### config.mk
export PLATFORM = sky130hd
export DESIGN_NAME = conv_pe_row
export DESIGN_NICKNAME = d
export VERILOG_FILES = /design/src/rtl/conv_pe_row.sv
export SDC_FILE = /design/constraint.sdc
export NUM_CORES = 2
export LEC_CHECK = 0
export ABC_CLOCK_PERIOD_IN_PS = 24000
export CAP_MARGIN = 25
export CORE_MARGIN = 2
export CORE_UTILIZATION = 35
export DETAILED_ROUTE_END_ITERATION = 16
export PLACE_DENSITY_LB_ADDON = 0.12
export SYNTH_ARGS = -nofsm -noshare
export SYNTH_HDL_FRONTEND = slang
export SYNTH_SLANG_ARGS = --single-unit
### constraint.sdc
create_clock -name clk -period 24 [get_ports clk]
set_clock_uncertainty 0.05 [all_clocks]
set_input_delay 6 -clock clk [delete_from_list [all_inputs] [get_ports clk]]
set_output_delay 6 -clock clk [all_outputs]
set_load 0.005 [all_outputs]
### src/rtl/conv_pe_row.sv
// Row-convolution PE: TAPS signed weights against a sliding feature window, plus incoming psum.
// Two-stage valid/ready pipeline with saturating result; rows chain vertically into KxK kernels.
module conv_pe_row #(
    parameter int unsigned DATA_BITS     = 16,
    parameter int unsigned INTERNAL_BITS = 32,
    parameter int unsigned TAPS          = 3
) (
    input  logic                     clk,
    input  logic                     rst,
    input  logic                     clear,
    input  logic                     w_load,
    input  logic [DATA_BITS-1:0]     w_in,
    input  logic                     if_valid,
    output logic                     if_ready,
    input  logic [DATA_BITS-1:0]     if_in,
    input  logic [INTERNAL_BITS-1:0] psum_in,
    output logic                     out_valid,
    input  logic                     out_ready,
    output logic [INTERNAL_BITS-1:0] result,
    output logic                     sat_flag,
    output logic                     weights_ok
);

    localparam int unsigned PROD_W  = 2 * DATA_BITS;
    localparam int unsigned CNT_W   = $clog2(TAPS + 1);
    localparam int unsigned SUM_W_A = INTERNAL_BITS + $clog2(TAPS) + 1;
    localparam int unsigned SUM_W_B = PROD_W + $clog2(TAPS) + 1;
    localparam int unsigned SUM_W   = (SUM_W_A > SUM_W_B) ? SUM_W_A : SUM_W_B;
    localparam int unsigned UP_W    = SUM_W - INTERNAL_BITS + 1;

    typedef enum logic [1:0] {
        W_LOAD = 2'd0,
        FILL   = 2'd1,
        RUN    = 2'd2
    } state_t;

    state_t                          state_q;
    logic [CNT_W-1:0]                w_cnt_q;
    logic [CNT_W-1:0]                fill_cnt_q;
    logic signed [DATA_BITS-1:0]     w_q    [TAPS];
    logic signed [DATA_BITS-1:0]     f_q    [TAPS];
    logic signed [DATA_BITS-1:0]     win_c  [TAPS];
    logic signed [PROD_W-1:0]        prod_c [TAPS];
    logic signed [PROD_W-1:0]        prod_q [TAPS];
    logic signed [INTERNAL_BITS-1:0] psum_q;
    logic                            v1_q;
    logic                            out_valid_q;
    logic [INTERNAL_BITS-1:0]        result_q;
    logic                            sat_q;

    logic                            en_c;
    logic                            hs_c;
    logic                            issue_c;
    logic signed [SUM_W-1:0]         sum_c;
    logic [UP_W-1:0]                 upper_c;
    logic                            ovf_c;
    logic [INTERNAL_BITS-1:0]        sat_val_c;

    // Flow control: a stalled output freezes both stages and the input.
    always_comb begin
        en_c     = !out_valid_q || out_ready;
        if_ready = (state_q != W_LOAD) && en_c && !w_load && !clear;
        hs_c     = if_valid && if_ready;
        issue_c  = hs_c && ((state_q == RUN) ||
                            ((state_q == FILL) && (fill_cnt_q == CNT_W'(TAPS - 1))));
    end

    // Window as it will look after the incoming beat shifts in at index 0.
    always_comb begin
        win_c[0] = $signed(if_in);
        for (int i = 1; i < int'(TAPS); i++) begin
            win_c[i] = f_q[i-1];
        end
        for (int i = 0; i < int'(TAPS); i++) begin
            prod_c[i] = PROD_W'(w_q[i]) * PROD_W'(win_c[i]);
        end
    end

    // Wide accumulate, then clamp when the bits above the result width disagree with its sign.
    always_comb begin
        sum_c = SUM_W'(psum_q);
        for (int i = 0; i < int'(TAPS); i++) begin
            sum_c = sum_c + SUM_W'(prod_q[i]);
        end
        upper_c = sum_c[SUM_W-1:INTERNAL_BITS-1];
        ovf_c   = !((&upper_c) || !(|upper_c));
        if (!ovf_c) begin
            sat_val_c = sum_c[INTERNAL_BITS-1:0];
        end else if (sum_c[SUM_W-1]) begin
            sat_val_c = {1'b1, {(INTERNAL_BITS-1){1'b0}}};
        end else begin
            sat_val_c = {1'b0, {(INTERNAL_BITS-1){1'b1}}};
        end
    end

    // Later assignments take priority: clear overrides the pipeline, a mid-run w_load overrides clear.
    always_ff @(posedge clk or posedge rst) begin
        if (rst) begin
            state_q     <= W_LOAD;
            w_cnt_q     <= '0;
            fill_cnt_q  <= '0;
            psum_q      <= '0;
            v1_q        <= 1'b0;
            out_valid_q <= 1'b0;
            result_q    <= '0;
            sat_q       <= 1'b0;
            for (int i = 0; i < int'(TAPS); i++) begin
                w_q[i]    <= '0;
                f_q[i]    <= '0;
                prod_q[i] <= '0;
            end
        end else begin
            if (en_c) begin
                for (int i = 0; i < int'(TAPS); i++) begin
                    prod_q[i] <= prod_c[i];
                end
                psum_q      <= $signed(psum_in);
                v1_q        <= issue_c;
                result_q    <= sat_val_c;
                out_valid_q <= v1_q;
                if (v1_q && ovf_c) begin
                    sat_q <= 1'b1;
                end
            end

            if (hs_c) begin
                f_q[0] <= $signed(if_in);
                for (int i = 1; i < int'(TAPS); i++) begin
                    f_q[i] <= f_q[i-1];
                end
            end

            case (state_q)
                W_LOAD: begin
                    if (w_load) begin
                        w_q[0] <= $signed(w_in);
                        for (int i = 1; i < int'(TAPS); i++) begin
                            w_q[i] <= w_q[i-1];
                        end
                        if (w_cnt_q == CNT_W'(TAPS - 1)) begin
                            state_q    <= FILL;
                            w_cnt_q    <= '0;
                            fill_cnt_q <= '0;
                        end else begin
                            w_cnt_q <= w_cnt_q + CNT_W'(1);
                        end
                    end
                end
                FILL: begin
                    if (issue_c) begin
                        state_q    <= RUN;
                        fill_cnt_q <= '0;
                    end else if (hs_c) begin
                        fill_cnt_q <= fill_cnt_q + CNT_W'(1);
                    end
                end
                default: begin
                end
            endcase

            if (clear) begin
                fill_cnt_q  <= '0;
                v1_q        <= 1'b0;
                out_valid_q <= 1'b0;
                sat_q       <= 1'b0;
                for (int i = 0; i < int'(TAPS); i++) begin
                    f_q[i] <= '0;
                end
                if (state_q != W_LOAD) begin
                    state_q <= FILL;
                end
            end

            if (w_load && (state_q != W_LOAD)) begin
                w_q[0] <= $signed(w_in);
                for (int i = 1; i < int'(TAPS); i++) begin
                    w_q[i] <= w_q[i-1];
                end
                state_q     <= W_LOAD;
                w_cnt_q     <= CNT_W'(1);
                fill_cnt_q  <= '0;
                v1_q        <= 1'b0;
                out_valid_q <= 1'b0;
            end
        end
    end

    assign out_valid  = out_valid_q;
    assign result     = result_q;
    assign sat_flag   = sat_q;
    assign weights_ok = (state_q != W_LOAD);

endmodule

* Yosys cells after proc, flatten, opt, wreduce, memory -nomap -nowiden
Cells that the tools add are included.
** Cells by class
- Multiply operators :: 3
- Muxes and demuxes :: 34
- Add/subtract/negate cells :: 5
- Eq/ne operators :: 7
- Reduce and logical (&&, ||, !) cells :: 30
** Operators by type and width (number)
- 2-to-1 mux 48 bit :: 5
- multiplier 16 x 16 -> 32 bit :: 3
- 2-to-1 mux 32 bit :: 2
- adder 34 x 32 -> 35 bit :: 1
- adder 33 x 32 -> 34 bit :: 1
- adder 32 x 32 -> 33 bit :: 1
- 2-to-1 mux 2 bit :: 16
- nonzero test 2 bit :: 6
- 2-to-1 mux 1 bit :: 9
- logical AND 1 bit :: 8
- inequality test 4 bit (second input constant) :: 2
- case mux 2 bit (2 select lines) :: 2
- AND reduction 4 bit :: 2
- == test 2 bit (second input constant) :: 3
- logical NOT 1 bit :: 5
- inequality test 5 x 4 -> 1 bit (second input constant) :: 1
- adder 2 x 1 -> 2 bit (second input constant) :: 2
- AND reduction 2 bit :: 2
- nonzero test 4 bit :: 1
- OR reduction 4 bit :: 1
- logical OR 1 bit :: 3
- nonzero test 3 bit :: 1
- == test 2 x 1 -> 1 bit (second input constant) :: 1
- logical NOT 2 bit :: 1
** Storage, ports and cells
- Bits of input ports :: 70
- Bits in registers :: 249
- Output and inout port bits :: 36

* Depth between registers and ports, before layout
- Word-level depth :: 12
- Mapped depth :: 25
- Gate-level depth less buffers :: 23

* Worst setup path after synthesis
Ideal clock, no wire load.
- Kind :: input to output
- Start :: input w_load
- End :: output if_ready
- Stages on the path :: 2
- Setup slack :: 11.472 ns
- Arrival :: 6.478 ns
- Data required time :: 17.950 ns
- Cells stage by stage :: clkbuf_1 > nor4_1
** Between the ends
- Longest elaborated chain between the ends :: 3
** Ends and longest elaborated chain
- from (decl) :: RTL line 11 : input logic w_load,
- logical NOT 1 bit :: RTL line 62 : if_ready = (state_q != W_LOAD) && en_c && !w_load && !clear;
- logical AND 1 bit (2 in series) :: RTL line 62
- to (decl) :: RTL line 14 : output logic if_ready,
Every way passes these cells.

* Worst setup path in the final report
- Start :: input out_ready
- End :: output if_ready
** Between the ends
- Longest elaborated chain between the ends :: 4
** Ends and longest elaborated chain
- from (decl) :: RTL line 18 : input logic out_ready,
- logical OR 1 bit :: RTL line 61 : en_c = !out_valid_q || out_ready;
- logical AND 1 bit (3 in series) :: RTL line 62
Every way passes these cells.

==> results by group <==
Run status
  • Status: finished clean

Global route
  • Congestion Overflow GR: 0
  • Vias in the first global route: just over 30000
  • Largest net degree at the start of global routing: 94
  • Antenna violations before repair: 4
  • Total GRT Usage: 19.8%
  • Global-route wire length before repair: ~180000 um

Floorplan
  • Rows: 126
  • IO Pins: 106
  • Starting density of the core: a little over a third
  • Placeable Area: 0.118 mm2
  • Die X: 349 um
  • Die height: 349 um
  • Die area: 0.122 mm2

Final layout
  • Share of layout cells above drive strength 1: 4.60%
  • Fill cell count: 11983
  • Most frequent cells in the layout: inv_1 (877), fa_1 (851), nand2_1 (595), and2_1 (376), ha_1 (281)
  • P&R area growth vs syn: 9.46%
  • Final Instance Area: 0.0455 mm2
  • Area of the multi-input gates: 0.0314 mm2
  • Most common cell after layout, fill and taps aside: inv_1
  • Layout net count: 5545
  • Reg area: 0.00623 mm2

Critical path
  • Top cell by count, worst path: clkdlybuf4s50_1
  • Crit Path Max Fanout: 57
  • Arr. time, crit path: 8.07 ns
  • WP data required: 17.95 ns
  • CP max-delay cell: clkdlybuf4s50_1
  • Worst setup EP type: output pin
  • Critical path type: input pin to output pin
  • Max incr delay on CP: just over 0.6 ns
  • CP Cell Sequence: clkdlybuf4s50_1 > nor2b_4 > buf_4 > nor4_1 > clkdlybuf4s50_1
  • CP startpoint kind: input pin

Detailed routing
  • Number of routed nets with antenna violations: 0
  • Routed WL per cell: 19.5 um
  • DR iter-0 viols: approximately 1400
  • Wirelength, routed: 115000 um
  • Avg Vias per Cell: 4.84
  • Remaining DRCs: 0
  • Routed vias: 28585
  • TritonRoute pass-1 iters: 6

Timing
  • Final slew viol count: 0
  • RSZ-0062 raised after global routing: false
  • Slew margin rel.: between 20% and 30%
  • Max Fclk: 70.8 MHz
  • Period utilization: 58.9%
  • Final number of setup-violating endpoints: 0
  • Slew @ Worst Pin: 1.07 ns
  • Setup_tns: 0 ns
  • Final Hold Fails: 0
  • Tmin final: roughly 14 ns

Clocking
  • Postcts setup bufs: 0
  • TritonCTS clock tree: built
  • Root Buffer: clkbuf_16
  • Sinks on the clock net: between 200 and 250
  • Post-CTS sizing: 0
  • Latest clock arrival within the worst-skew pair: 0.58 ns
  • Worst-path clk slew: 0.06 ns
  • H-tree depth: 2
  • Total CTS buffers: 35
  • Clk buf depth: 3
  • Hold Buf Count CTS: 0

Synthesis
  • Cell variety after synth: 80
  • Post-synthesis sequential area ratio: between 10% and 20%
  • Syn_nets: 5525
  • Warnings from Yosys: 0
  • Synth async-reset ratio: 100%
  • Gate Count Post-Synth: 4323
  • Post-synthesis register bit count: 249
  • Netlist Area Pre-Place: roughly 0.042 mm2
  • Mapped Avg Cell Area: around 9.6 um2
  • Main synth FF type: dfrtp_1
  • Number of enable flip-flop cells after synthesis: 0

Place
  • Port-buffer cells: 105
  • Gpl congestion: 0.835
  • Placed Instance Area: around 0.044 mm2
  • Dpl hpwl: 90700 um

Min path
  • Worst min path class: register to register

Job
  • Number of max-cap violations: 0

Power and ir drop
  • Lkg Pwr: 23.1 nW
  • Pwr Density: 152 mW/mm2
  • Worst vdd ir: 0.234 mV
## registers in the layout, indices dropped and copies added, names as in the netlist
| signal | cells |
|---|---|
| psum_q | 32 |
| state_q | 2 |
| v1_q | 1 |
| fill_cnt_q | 2 |
| w_cnt_q | 2 |
| out_valid | 1 |
| prod_q | 96 |
| f_q | 32 |
| w_q | 48 |
| result | 32 |
| sat_flag | 1 |
## metrics by stage
step	worst slack, ns	power, W	cells	hold WS, ns	util (%)
final	9.88	0.00690	5906	0.438	38.6
after global routing	9.73	0.00774	5905	0.473	38.6
after CTS	9.86	0.00699	5903	0.444	38.6
after detailed placement	9.87	0.00638	5840	0.426	37.5
after global placement	9.89	0.00635	5839	0.417	37.5
after floorplan	11.11	0.00484	4323	0.395	-
## kinds of logic (layout without fill, tap and decap cells)
family | after synthesis | in the layout | synth area share, %
AO/OA/AOI/OAI | 451 | 451 | 7.22
XOR/XNOR | 140 | 140 | 2.99
adder cells (fa/ha/maj) | 1132 | 1132 | 49.4
buffers and inverters | 1044 | 1090 | 9.48
flip-flops | 249 | 249 | 15.0
multiplexers | 51 | 51 | 1.38
other | 0 | 1 | 0
AND/OR/NAND/NOR | 1256 | 1256 | 14.5
## final timing paths
kind | cells after the start | startpoint | slack [ns] | to
worst max-delay path | 5 | out_ready | 9.88 | if_ready
worst min-delay path | 2 | prod_q[68] | 0.44 | prod_q[68]
worst max register to register | 20 | w_q[27] | 16.55 | prod_q[61]
worst min register to register | 2 | prod_q[68] | 0.44 | prod_q[68]
max in group asynchronous | 3 | rst | 16.67 | out_valid
min in group asynchronous | 2 | rst | 5.90 | prod_q[59]
## synthesized netlist by cell type, drive strengths merged, types with 8 or more instances
library cell    n  area share (%)
nand2b         49            0.74
nand3          24            0.29
nand2         595             5.4
fa            851              41
o21ai         105             1.3
a21oi         142             1.7
o21bai         28            0.51
nor3           19            0.23
o221a          30            0.83
xor2           44            0.93
a21o           46            0.83
o21a           15            0.27
nor2          130             1.2
inv           878             7.9
nand4           8            0.12
mux2           50             1.4
and3           10            0.15
a211oi         10            0.20
clkbuf        148             1.3
a31oi          16            0.26
xnor2          96             2.1
nor2b          15            0.23
ha            281             8.5
buf            18            0.22
and2          377             5.7
dfrtp         249              15
## layer usage
| metal | wire length, um | global-route usage, % | share of wire (%) |
|---|---|---|---|
| met5 | 0 | 0 | 0 |
| met2 | 56000 | 33.3 | 49 |
| met4 | 1910 | 3.62 | 1.7 |
| met3 | 3390 | 1.87 | 2.9 |
| met1 | 53900 | 27.9 | 47 |
## report_power, final
group | leakage (nW) | internal [W] | switching, W | total (W)
combinational | 19.4 | 0.00241 | 0.00318 | 0.00559
sequential | 3.13 | 0.000604 | 0.000145 | 0.000749
clock | 0.601 | 0.000341 | 0.000227 | 0.000568
total | 23.1 | 0.00336 | 0.00355 | 0.00690
## layout make-up
type                       instances  share of cell area [%]
inverter                         878                    7.26
tap                             1536                    4.22
timing repair buffer             149                    3.04
clock buffer                      48                    2.21
sequential                       249                    13.7
antenna                            1                 0.00550
clock inverter                    15                   0.503
multi-input combinational       3030                    69.1
## worst max-delay path: cells and delay by family
kind,cells,cell delay (ns)
buffers and inverters,3,1.46
AND/OR/NAND/NOR,2,0.60
(Power assumes the default switching activity.)
